[src/rtl/elevator_pkg.sv]
// Shared elevator definitions: floor encoding, dispatcher states and n_stage layout.
package elevator_pkg;

  localparam int FLOOR_W   = 2;
  localparam int N_FLOORS  = 4;
  localparam int VALID_BIT = 2;

  typedef enum logic [1:0] {
    IDLE = 2'd0,
    REQ  = 2'd1,
    REL  = 2'd2
  } disp_state_t;

endpackage

[src/rtl/btn_debounce.sv]
// One floor button: 2-flop synchroniser, hold-time debouncer and rising-edge press pulse.
module btn_debounce #(
  parameter int DB_CYCLES = 50000,
  parameter int DB_W      = 16
) (
  input  logic clk,
  input  logic reset,
  input  logic btn,
  output logic press
);

  logic            sync1_q, sync2_q;
  logic            level_q, level_d;
  logic [DB_W-1:0] count_q, count_d;
  logic            count_done;

  assign count_done = (count_q == DB_W'(DB_CYCLES - 1));

  always_comb begin
    level_d = level_q;
    count_d = '0;
    if (sync2_q != level_q) begin
      if (count_done) begin
        level_d = sync2_q;
      end else begin
        count_d = count_q + 1'b1;
      end
    end
  end

  // Pulse in the cycle the accepted level flips to 1, so pending latches on the same edge.
  assign press = sync2_q & ~level_q & count_done;

  always_ff @(posedge clk or posedge reset) begin
    if (reset) begin
      sync1_q <= 1'b0;
      sync2_q <= 1'b0;
      level_q <= 1'b0;
      count_q <= '0;
    end else begin
      sync1_q <= btn;
      sync2_q <= sync1_q;
      level_q <= level_d;
      count_q <= count_d;
    end
  end

endmodule

[src/rtl/call_dispatcher.sv]
// Latches floor calls, picks the next target by direction and hands it to the
// memory manager over a 4-phase req/ack pair.
module call_dispatcher
  import elevator_pkg::*;
#(
  parameter int DB_CYCLES = 50000,
  parameter int DB_W      = 16
) (
  input  logic                clk,
  input  logic                reset,
  input  logic [N_FLOORS-1:0] btn,
  input  logic [FLOOR_W-1:0]  current_floor,
  input  logic                ud_dir,
  input  logic                exit,
  input  logic                ns_done,
  output logic [2:0]          n_stage,
  output logic                ns_req,
  output logic [N_FLOORS-1:0] pending
);

  logic [N_FLOORS-1:0] press;
  logic [N_FLOORS-1:0] pending_q, pending_d;
  logic [N_FLOORS-1:0] inflight_q, inflight_d;
  logic [N_FLOORS-1:0] avail, exit_hit;
  logic [2:0]          n_stage_q, n_stage_d;
  logic                ns_req_q, ns_req_d;
  disp_state_t         state_q, state_d;

  logic                above_found, below_found, cand;
  logic [FLOOR_W-1:0]  above_sel, below_sel, sel;

  genvar gi;
  generate
    for (gi = 0; gi < N_FLOORS; gi++) begin : g_btn
      btn_debounce #(
        .DB_CYCLES (DB_CYCLES),
        .DB_W      (DB_W)
      ) u_db (
        .clk   (clk),
        .reset (reset),
        .btn   (btn[gi]),
        .press (press[gi])
      );
    end
  endgenerate

  assign avail    = pending_q & ~inflight_q;
  assign exit_hit = exit ? (N_FLOORS'(1) << current_floor) : '0;

  always_comb begin
    above_found = 1'b0;
    below_found = 1'b0;
    above_sel   = '0;
    below_sel   = '0;
    // Descending scan leaves the lowest floor above; ascending leaves the highest below.
    for (int i = N_FLOORS - 1; i >= 0; i--) begin
      if (avail[i] && (FLOOR_W'(i) > current_floor)) begin
        above_found = 1'b1;
        above_sel   = FLOOR_W'(i);
      end
    end
    for (int i = 0; i < N_FLOORS; i++) begin
      if (avail[i] && (FLOOR_W'(i) < current_floor)) begin
        below_found = 1'b1;
        below_sel   = FLOOR_W'(i);
      end
    end
  end

  always_comb begin
    sel = current_floor;
    if (ud_dir) begin
      if (above_found)      sel = above_sel;
      else if (below_found) sel = below_sel;
    end else begin
      if (below_found)      sel = below_sel;
      else if (above_found) sel = above_sel;
    end
  end

  assign cand = above_found | below_found | avail[current_floor];

  always_comb begin
    pending_d  = press | (pending_q & ~exit_hit);
    inflight_d = inflight_q & pending_d & ~exit_hit;
    state_d    = state_q;
    n_stage_d  = n_stage_q;
    ns_req_d   = ns_req_q;
    case (state_q)
      IDLE: begin
        if (cand && !ns_done) begin
          n_stage_d                 = '0;
          n_stage_d[VALID_BIT]      = 1'b1;
          n_stage_d[FLOOR_W-1:0]    = sel;
          inflight_d                = N_FLOORS'(1) << sel;
          ns_req_d                  = 1'b1;
          state_d                   = REQ;
        end
      end
      REQ: begin
        if (ns_done) begin
          ns_req_d = 1'b0;
          state_d  = REL;
        end
      end
      REL: begin
        if (!ns_done) begin
          n_stage_d = '0;
          state_d   = IDLE;
        end
      end
      default: begin
        n_stage_d = '0;
        ns_req_d  = 1'b0;
        state_d   = IDLE;
      end
    endcase
  end

  always_ff @(posedge clk or posedge reset) begin
    if (reset) begin
      state_q    <= IDLE;
      n_stage_q  <= '0;
      ns_req_q   <= 1'b0;
      pending_q  <= '0;
      inflight_q <= '0;
    end else begin
      state_q    <= state_d;
      n_stage_q  <= n_stage_d;
      ns_req_q   <= ns_req_d;
      pending_q  <= pending_d;
      inflight_q <= inflight_d;
    end
  end

  assign n_stage = n_stage_q;
  assign ns_req  = ns_req_q;
  assign pending = pending_q;

endmodule

[config.mk]
export PLATFORM = sky130hd
export DESIGN_NAME = call_dispatcher
export DESIGN_NICKNAME = d
export VERILOG_FILES = /design/src/rtl/elevator_pkg.sv /design/src/rtl/btn_debounce.sv /design/src/rtl/call_dispatcher.sv
export SDC_FILE = /design/constraint.sdc
export NUM_CORES = 1
export LEC_CHECK = 0
export CAP_MARGIN = 20
export CORE_MARGIN = 4
export CORE_UTILIZATION = 68
export DETAILED_ROUTE_END_ITERATION = 16
export DONT_BUFFER_PORTS = 1
export PLACE_DENSITY = 0.84
export SLEW_MARGIN = 15
export SYNTH_ARGS = -nofsm -noshare
export SYNTH_HDL_FRONTEND = slang
export SYNTH_SLANG_ARGS = --single-unit
[constraint.sdc]
create_clock -name clk -period 4.63 [get_ports clk]
set_input_delay 0.926 -clock clk [delete_from_list [all_inputs] [get_ports clk]]
set_output_delay 0.926 -clock clk [all_outputs]
set_load 0.02 [all_outputs]
==> results.md, run 1 <==
* Avg WL per Cell at between 10 and 15 µm
* Most frequent cells in the layout: dfrtp_1 (90), nor2_1 (84), xor2_1 (33)
* Cell area after synthesis at approximately 4300 µm²
* Drt via density at about 6
* Combinational cell fraction of total power at under 10%
* Met2 GRT Util at between 30% and 40%
* Largest net degree at the start of global routing at 47
* Fin worst setup slack at ~2.6 ns
* IO buf count at 0
* Hold buffers post-CTS at 0
* Status: finished, final reports clean
* Final Net Count at 448
* Fmax at 0.502 GHz
* Lkg Pwr at between 1.5 and 2 nW
* Post-layout min period at 1.99 ns
* Power Density at slightly below 300 nW/µm²
* Area added between synthesis and finish at 4.58%
* CP Capture Type: flip-flop
* Residual overflow from global routing at 0
* Clk pin slew, worst setup/hold paths at around 0.08 ns
* Placed Instances at 493
* Synth warn at 0
* Die area at around 7700 µm²
* Worst Path Max Fanout at 8
* Hpwl dp at approximately 5200 µm
* Ant. Diodes at 0
* Power share of the clock group at a little over a third
* CTS Root Cell: clkbuf_8
* Starting Density at a little under three quarters
* Startpoint Class: flip-flop
* Class of the worst hold path: reg -> reg
* Final Cell Area at ~4500 µm²
* Number of flops mapped to enable cells by yosys at 0
* Int Power at between 1 and 1.5 mW
* HP Start: g_btn[2].u_db.sync1_q
* Sequential share of power at between 60% and 70%
* Total power draw at between 1 and 1.5 mW
* Fin crit share at a little over two fifths
* Number of remaining DRC errors at 0
* Slew @ Worst Pin at 0.752 ns
* Global-route wire length before repair at 13,000 µm
* Htree depth at 3
* Yosys reg bits at 90
* Setup tns final at 0 ns
* Post-route antenna net violation count at 0
* Layout cells sized above 1 at ~6.5%
* Most common cell after layout, fill and taps aside: dfrtp_1
* Core ar. at between 6000 and 7000 µm²
* Die Y-Extent at 87.7 µm
* Top_reg_cell synth: dfrtp_1
* Fillers at around 420
* Drt pass-1 iters at 4
* Async S/R FF share, synth at between 90% and 100%
* Detailed-route wire length at 7610 µm
* Max Buffers Root-to-Sink at 2
* RSZ-0062 raised after global routing: no
* Hold slack at between 0.3 and 0.4 ns
* Worst endpoint required time at ~4.9 ns
* Most Crowded Layer GR: met2
* Global-route met3 utilization at roughly 6.8%
* P_sw at around 310 µW
* TritonCTS clock tree: built
* Place WS at 2.56 ns
* Die Span X at between 80 and 90 µm
* Final Non-Filler Cells at just over 500
* Clk_skew at roughly 0.0076 ns
* DR iter-0 viols at roughly 160
* Hold Path End: g_btn[2].u_db.sync2_q
* Mapped Nets at roughly 450
* Count of max-cap constraint violations at 0
* Met1 Use GR at about 27%
* Vias in the first global route at approximately 3,000
* Max_slew headroom at between 40% and 50%
* Syn avg cell area at a little over 10 µm²
* Endpoints failing hold at 0
* Reg-to-reg startpoint: pending[2]
* Distinct cells, synth at between 40 and 50
* Initial antenna violation count at 0
* I/O pin total at 19
* Placed instance area at around 4300 µm²
* Kind of critical path: reg -> reg
* Cells on worst reg2reg path at 5
* Post-CTS Setup Inserts at 0
* Sequential share of the synthesized area at about 52%
* FF-to-FF setup slack at between 2 and 3 ns
* Clk sinks at 90
* Final Max Slew Viols at 0
* Post-CTS sizing at 0
* Row cnt at 28
* VDD IR max at ~0.00024 V
* Switching portion of total power at between 20 and 25%
* Gpl congestion at 0.924
* Worst skew pair latency at roughly 0.36 ns
* Setup violators final at 0
* Crit path launch: pending[2]
* Worst R2R End: inflight_q[2]
* Hold path depth at 0
* CTS buffer count at 9
* CP arrival at about 2.3 ns
* Post-Synthesis Cells at around 430
* Total GRT Usage at 21.8%
* Post-layout util at 75.0%
* Via Count at ~3,000
-- worst max-delay path, cell delays in order (launching register included) --
cell and delay, ns:
dfrtp_1 0.52, nand2b_1 0.20, a41o_1 0.31, nor3_2 0.46, nand2b_1 0.24, o32ai_2 0.17
-- synthesized netlist by cell type (4+ instances only) --
master	instances	area, µm²
xor2_1	33	289
nand4_1	15	93.8
nor3_1	12	60.1
ha_1	8	100
nor2b_1	5	31.3
and3_1	5	31.3
a22o_1	5	43.8
nor2_1	84	315
inv_1	18	67.6
nand3_1	19	95.1
a21oi_1	4	20.0
nand2_1	31	116
o21ai_0	5	25.0
nand2b_1	6	37.5
and4_1	7	61.3
xnor2_1	24	210
mux2_2	4	45.0
dfrtp_1	90	2250
-- logic make-up (layout without fill, tap and decap cells) --
kind of cell | after synthesis | count (layout) | synth area share [%]
buf+inv | 28 | 34 | 3.50
xor+xnor | 57 | 57 | 11.6
fa+ha+maj | 8 | 8 | 2.32
mux | 4 | 4 | 1.04
compound gates | 29 | 29 | 5.24
simple gates | 211 | 211 | 24.2
flops | 90 | 90 | 52.1
-- metal layers --
layer	wire [µm]	part of all wire, %
met1	3270	43
met2	3870	51
met3	377	5.0
met4	87	1.1
met5	0	0
-- power by group through the flow --
stage | Sequential, mW | Clock, mW | Combinational (mW)
6_report | 0.814 | 0.482 | 0.0517
5_1_grt | 0.816 | 0.528 | 0.0607
3_5_place_dp | 0.829 | 0 | 0.0530
3_3_place_gp | 0.828 | 0 | 0.0508
2_1_floorplan | 0.826 | 0 | 0.0495
4_1_cts | 0.814 | 0.498 | 0.0533
-- worst max path at each step --
stage / slack [ns] / depth (start not counted) / end
after floorplan: 1.37 / 1 / g_btn[0].u_db.count_q[0]
after global placement: 2.62 / 2 / g_btn[1].u_db.count_q[14]
after detailed placement: 2.56 / 5 / inflight_q[2]
after CTS: 2.66 / 5 / inflight_q[3]
after global routing: 2.49 / 5 / inflight_q[3]
final: 2.64 / 5 / inflight_q[2]
-- sequential cells by signal, summed over array words and instances, names as in the netlist --
name / flops
g_btn.u_db.count_q: 64
state_q: 2
inflight_q: 4
g_btn.u_db.level_q: 4
g_btn.u_db.sync2_q: 4
pending: 4
ns_req: 1
n_stage: 3
g_btn.u_db.sync1_q: 4
-- layout make-up --
| class | count | area, µm² | share of cell area [%] |
|---|---|---|---|
| sequential | 90 | 2250 | 49.8 |
| multi-input combinational | 309 | 1920 | 42.4 |
| clock buffer | 11 | 151 | 3.35 |
| tap | 75 | 93.8 | 2.08 |
| inverter | 18 | 68.8 | 1.52 |
| clock inverter | 4 | 27.5 | 0.609 |
| timing repair buffer | 1 | 7.51 | 0.166 |
Note: power is estimated with default switching activity, not from simulation.
==> run 2, diff against run 1 <==
--- a/config.mk
+++ b/config.mk
@@ -5,12 +5,13 @@
 export SDC_FILE = /design/constraint.sdc
 export NUM_CORES = 1
 export LEC_CHECK = 0
+export ABC_AREA = 1
 export CAP_MARGIN = 20
 export CORE_MARGIN = 4
-export CORE_UTILIZATION = 68
+export CORE_UTILIZATION = 63
 export DETAILED_ROUTE_END_ITERATION = 16
 export DONT_BUFFER_PORTS = 1
-export PLACE_DENSITY = 0.84
+export PLACE_DENSITY = 0.79
 export SLEW_MARGIN = 15
 export SYNTH_ARGS = -nofsm -noshare
 export SYNTH_HDL_FRONTEND = slang
==> constraint.sdc (replaced) <==
create_clock -name clk -period 1.9 [get_ports clk]
set_input_delay 0.38 -clock clk [delete_from_list [all_inputs] [get_ports clk]]
set_output_delay 0.38 -clock clk [all_outputs]
set_load 0.02 [all_outputs]
==> run 2 against run 1 <==
Net effect: critical path depth increased by 2; synthesized cell count increased by 34%; via count increased by 24%; cell count increased by 36%; clock skew decreased by 0.0013 ns; area after synthesis increased by 7.3%; non-clock buffer count increased by 4; core utilization decreased by 5.6 points; die area increased by 14%.
==> results.md, run 2 <==
* Die Span X at around 94 µm
* Worst path slowest cell: dfrtp_1
* Die Y-Extent at 93.8 µm
* Slew @ Worst Pin at approximately 0.48 ns
* Layout cells sized above 1 at 8.45%
* CTS Root Cell: clkbuf_8
* Gpl congestion at around 0.93
* Number of remaining DRC errors at 0
* Power share of the clock group at approximately 37%
* Area added between synthesis and finish at 7.93%
* Setup violators final at 0
* VDD IR max at 0.000590 V
* CP arrival at about 1.9 ns
* Ant. Diodes at 0
* Sequential share of the synthesized area at around half
* Fillers at a little over 600
* Max Buffers Root-to-Sink at 2
* Async S/R FF share, synth at between 90% and 100%
* Most frequent cell after synthesis: nand2_1
* Via Count at 3,705
* Post-route antenna net violation count at 0
* Crit path launch: g_btn[0].u_db.count_q[0]
* Switching portion of total power at 25.6%
* IO buf count at 0
* Area contributors post-synth: dfrtp_1 (49%), nand2_1 (9.1%), inv_1 (6.6%)
* Max_slew headroom at between 60% and 70%
* Initial antenna violation count at 0
* Sequential share of power at between 50% and 60%
* Htree depth at 3
* Synth top area share at 48.6%
* Vias in the first global route at between 3,000 and 4,000
* Class of the worst hold path: in -> reg
* Clk sinks at 90
* Kind of critical path: reg -> reg
* Drt via density at approximately 5.4
* Distinct cells, synth at 37
* DR iter-0 viols at around 150
* Most frequent CP cell: nand2_1
* RSZ-0062 raised after global routing: no
* Row cnt at 31
* Crit path largest cell delay at roughly 0.38 ns
* Worst endpoint required time at between 2 and 2.5 ns
* Top_reg_cell synth: dfrtp_1
* Top cells by count, synth: nand2_1 (112), dfrtp_1 (90), inv_1 (82)
* Worst Path Max Fanout at 11
* Post-synth top area cell: dfrtp_1
* Number of flops mapped to enable cells by yosys at 0
* P_sw at about 900 µW
* Core ar. at 7210 µm²
* Global-route wire length before repair at between 15,000 and 20,000 µm
* Most frequent cells in the layout: nand2_1 (112), dfrtp_1 (89), inv_1 (81)
* Endpoints failing hold at 0
* Synth warn at 0
* Mapped Nets at ~590
* Total GRT Usage at between 20 and 25%
* Yosys reg bits at 90
* Hpwl dp at approximately 6700 µm
* Power Density at between 700 and 800 nW/µm²
* Hold path depth at 0
* Syn avg cell area at around 8.1 µm²
* Max reg flops at 64
* Most common cell after layout, fill and taps aside: nand2_1
* Die area at between 8000 and 9000 µm²
* Residual overflow from global routing at 0
* Post-layout min period at approximately 1.7 ns
* Cells on worst reg2reg path at 7
* CTS buffer count at 9
* Starting Density at between 60% and 70%
* Lkg Pwr at 2.30 nW
* Largest net degree at the start of global routing at 50
* Reg area at roughly 2300 µm²
* TritonCTS clock tree: built
* Combinational cell fraction of total power at around 5.2%
* Reg-to-reg startpoint: g_btn[0].u_db.count_q[0]
* Worst skew pair latency at around 0.35 ns
* Clk pin slew, worst setup/hold paths at roughly 0.09 ns
* Startpoint Class: flip-flop
* Multi-input gate area at slightly above 2000 µm²
* Setup tns final at 0 ns
* Critical-path cell list: ha_1 -> nand3_2 -> nor3_2 -> nand2_1 -> nand2_1 -> nor2_1 -> o21a_1
* Avg WL per Cell at approximately 13 µm
* Fmax at between 0.6 and 0.7 GHz
* Largest register by flop count: g_btn.u_db.count_q
* Detailed-route wire length at 8870 µm
* Count of max-cap constraint violations at 0
* Fin crit share at 87.5%
* I/O pin total at 19
* HP Start: btn[0]
* CP Capture Type: flip-flop
* Cell area after synthesis at ~4600 µm²
* Status: finished, final reports clean
* Drt pass-1 iters at 4
* Total power draw at roughly 3.6 mW
* Clk_skew at approximately 0.0064 ns
* Int Power at between 2 and 3 mW
* Post-Synthesis Cells at 573
* Final Max Slew Viols at 0
* Final Net Count at approximately 610
==> run 2: per-stage QoR <==
stage	hold slack (ns)	setup WS, ns	std cells	area, µm²	utilization [%]
floorplan	0.331	0.465	573	4640	-
global placement	0.231	0.307	674	4790	66.5
detailed placement	0.235	0.276	674	4790	66.5
CTS	0.0286	0.200	691	5000	69.4
global route	0.0192	0.00633	691	5000	69.4
finish	0.0448	0.237	691	5000	69.4
==> run 2: worst paths after layout <==
kind                                                  end  slack [ns]
max in group asynchronous        g_btn[0].u_db.count_q[5]        0.89
worst min-delay path                g_btn[0].u_db.sync1_q        0.04
worst max register to register  g_btn[0].u_db.count_q[14]        0.24
worst min register to register      g_btn[3].u_db.sync2_q        0.35
worst max-delay path            g_btn[0].u_db.count_q[14]        0.24
min in group asynchronous        g_btn[1].u_db.count_q[9]        0.47
==> run 2: cell families (layout without fill, tap and decap cells) <==
group / after synthesis / count (layout) / share of synthesized area (%)
AND/OR/NAND/NOR: 307 / 307 / 31.4
flip-flops: 90 / 90 / 48.6
buffers and inverters: 90 / 109 / 7.39
AO/OA/AOI/OAI: 57 / 57 / 6.56
XOR/XNOR: 21 / 21 / 3.97
adder cells (fa/ha/maj): 8 / 8 / 2.16
==> run 2: final cells by class <==
class,instances,share of cell area (%)
clock inverters,7,1.50
well taps,99,2.48
multi-input cells,393,40.8
repair buffers,5,1.05
flip-flops and latches,90,45.0
clock buffers,9,2.48
inverters,88,6.67
==> run 2: per-layer routing <==
| metal | track usage (%) | share of wire, % |
|---|---|---|
| met1 | 29.2 | 46 |
| met2 | 37.1 | 48 |
| met3 | 4.65 | 4.4 |
| met4 | 7.46 | 1.8 |
| met5 | 0 | 0 |
==> run 2: power by group through the flow <==
stage          Clock [mW]  Sequential, mW  Combinational, mW
6_report             1.31            2.08              0.188
5_1_grt              1.41            2.09              0.222
4_1_cts              1.34            2.08              0.195
3_5_place_dp            0            2.12              0.192
3_3_place_gp            0            2.12              0.178
2_1_floorplan           0            2.11              0.142
==> run 2: timing repair <==
action | in CTS | in global routing
hold buffers | 1 | 0
endpoints found under the hold margin | 11 | 0
gates resized for setup | 0 | 1
setup buffers | 0 | 0
endpoints found under the setup margin | 0 | 1
==> run 2: worst max-delay path, delay by kind of cell, from the launching register on <==
family,cells,cell delay [ns]
flip-flops,1,0.38
adder cells (fa/ha/maj),1,0.21
AO/OA/AOI/OAI,1,0.11
AND/OR/NAND/NOR,5,0.87
==> run 3, diff against run 2 <==
--- a/config.mk
+++ b/config.mk
@@ -8,10 +8,10 @@
 export ABC_AREA = 1
 export CAP_MARGIN = 20
 export CORE_MARGIN = 4
-export CORE_UTILIZATION = 63
+export CORE_UTILIZATION = 57
 export DETAILED_ROUTE_END_ITERATION = 16
 export DONT_BUFFER_PORTS = 1
-export PLACE_DENSITY = 0.79
+export PLACE_DENSITY = 0.75
 export SLEW_MARGIN = 15
 export SYNTH_ARGS = -nofsm -noshare
 export SYNTH_HDL_FRONTEND = slang
==> constraint.sdc (replaced) <==
create_clock -name clk -period 1.4 [get_ports clk]
set_input_delay 0.28 -clock clk [delete_from_list [all_inputs] [get_ports clk]]
set_output_delay 0.28 -clock clk [all_outputs]
set_load 0.02 [all_outputs]
==> run 3 against run 2 <==
Net effect: the run now ends with negative setup slack left; die area rose by 9.6%; worst setup slack got worse by 0.45 ns; critical path depth rose by 2; routed wire length rose by 68%; via count rose by 30%; core utilization rose by 17 points; count of clock-buffer cells in the layout rose by 2; global-route usage rose by 3.0 points; critical path type unchanged; largest power group unchanged.
==> results.md, run 3 (synthesized netlist as in run 2, its figures left out) <==
* Status: finished with violations
* Violated checks: negative setup slack
* Ant. Diodes at 0
* Global-route wire length before repair at between 20,000 and 25,000 µm
* Crit path largest cell delay at roughly 0.40 ns
* Endpoints failing hold at 0
* Lkg Pwr at roughly 3.1 nW
* Multi-input gate area at 2750 µm²
* Max reg flops at between 60 and 70
* TritonCTS clock tree: built
* Power Density at 801 nW/µm²
* CTS Root Cell: clkbuf_8
* CTS buffer count at 9
* Final Non-Filler Cells at between 800 and 900
* RSZ-0062 raised after global routing: yes
* Row cnt at 32
* Worst path slowest cell: dfrtp_1
* Gpl congestion at about 0.93
* Detailed-route wire length at 14,900 µm
* Fin crit share at 116%
* Startpoint Class: flip-flop
* Largest register by flop count: g_btn.u_db.count_q
* Fmax at between 0.6 and 0.7 GHz
* Max Buffers Root-to-Sink at 2
* Starting Density at 59.4%
* CP arrival at between 1.5 and 2 ns
* Worst skew pair latency at 0.37 ns
* Hpwl dp at ~7700 µm
* Most frequent CP cell: buf_6
* Most frequent cells in the layout: buf_4 (105), dfrtp_1 (86), nand2_1 (76)
* Worst Path Max Fanout at 6
* Kind of critical path: reg -> reg
* Largest net degree at the start of global routing at 36
* Avg WL per Cell at ~18 µm
* Area added between synthesis and finish at 45.6%
* VDD IR max at ~0.00071 V
* Clk_skew at roughly 0.011 ns
* Layout cells sized above 1 at 43.3%
* Residual overflow from global routing at 0
* Max_slew headroom at between 70% and 80%
* Number of remaining DRC errors at 0
* Drt pass-1 iters at 5
* Htree depth at 3
* Final Max Slew Viols at 0
* Vias in the first global route at between 4,000 and 5,000
* Count of max-cap constraint violations at 0
* Most common cell after layout, fill and taps aside: buf_4
* Class of the worst hold path: in -> reg
* Setup violators final at 43
* Die area at between 9000 and 10,000 µm²
* Fillers at between 300 and 400
* Setup tns final at -4.64 ns
* IO buf count at 0
* Slew @ Worst Pin at 0.354 ns
* Fin worst setup slack at -0.218 ns
* Critical-path cell list: buf_6 -> ha_4 -> nand3_4 -> buf_6 -> nor4_4 -> buf_4 -> a21oi_4 -> o21ai_1 -> a21oi_1
* Post-layout min period at 1.62 ns
* CP Capture Type: flip-flop
* Reg area at 2260 µm²
* Die Y-Extent at ~100 µm
* Worst endpoint required time at 1.69 ns
* Total GRT Usage at 25.4%
* Via Count at 4,816
* Drt via density at approximately 5.9
* Placed Instances at approximately 750
* Clk sinks at 90
* Post-layout util at around 86%
* Final Cell Area at around 6800 µm²
* Core ar. at ~7800 µm²
* DR iter-0 viols at slightly below 300
* Initial antenna violation count at 0
* Final Net Count at about 730
* Placed instance area at about 5400 µm²
* Clk pin slew, worst setup/hold paths at ~0.090 ns
* Die Span X at about 98 µm
* I/O pin total at 19
* Post-route antenna net violation count at 0
[run 3: cell types whose count changed in the layout (fill, tap and decap cells not counted), moves of 11 or more]
| cell | previous run | this run |
|---|---|---|
| nand2_2 | 2 | 33 |
| nor2_2 | 1 | 18 |
| nor2_4 | 1 | 12 |
| nor3_1 | 23 | 12 |
| nand2_1 | 112 | 76 |
| inv_2 | 4 | 19 |
| nand3_1 | 36 | 23 |
| inv_1 | 81 | 62 |
| buf_4 | 3 | 105 |
| nor2_1 | 80 | 52 |
| buf_6 | 0 | 13 |
| o21ai_0 | 20 | 4 |
[run 3: per-layer routing]
layer  GRT usage [%]  wire (µm)  vias to the layer above
li1                -          -                     2123
met1            30.0       5590                     2324
met2            44.2       7360                      268
met3            5.14        979                      101
met4            12.0        971                        0
met5               0          0                        -
[run 3: worst max-delay path, delay by kind of cell (launching register included)]
family | cells | cell delay (ns)
flops | 1 | 0.40
buf+inv | 3 | 0.39
simple gates | 2 | 0.12
compound gates | 3 | 0.47
fa+ha+maj | 1 | 0.15
[run 3: worst paths after layout]
path | from | endpoint | slack [ns] | cells after the start
setup / recovery | g_btn[3].u_db.count_q[0] | g_btn[3].u_db.count_q[11] | -0.22 | 9
hold / removal | ns_done | state_q[0] | 0.006 | 1
setup reg to reg | g_btn[3].u_db.count_q[0] | g_btn[3].u_db.count_q[11] | -0.22 | 9
hold reg to reg | g_btn[1].u_db.sync1_q | g_btn[1].u_db.sync2_q | 0.37 | 0
max in group asynchronous | reset | g_btn[3].u_db.count_q[8] | 0.51 | 3
min in group asynchronous | reset | g_btn[2].u_db.count_q[3] | 0.38 | 2
[run 3: repair_timing]
action / 4_1_cts / 5_1_grt
resized for setup: 54 / 169
setup buffers: 17 / 26
pin swaps: 30 / 54
hold buffers: 5 / 0
setup endpoints to repair: 58 / 71
endpoints found under the hold margin: 15 / 0
cloned: 0 / 0
[run 3: layout make-up]
class	count	area share, %
clock buffer	11	1.95
timing repair buffer	125	15.2
tap	102	1.89
inverter	88	5.26
sequential	90	33.4
multi-input combinational	393	40.8
clock inverter	5	1.52
[run 3: where the power goes]
part | internal, mW | leakage (nW) | switching (mW)
Sequential | 2.69 | 1.22 | 0.151
Combinational | 0.184 | 1.79 | 0.241
Clock | 1.19 | 0.114 | 0.957
[run 3: through the flow]
step	hold WS, ns	setup slack [ns]	power, mW
final	0.00581	-0.218	5.41
after global routing	0.0131	-0.285	5.59
after CTS	0.0266	-0.140	5.31
after detailed placement	0.146	-0.161	3.18
after global placement	0.141	-0.0971	3.16
after floorplan	0.311	-0.00958	3.06
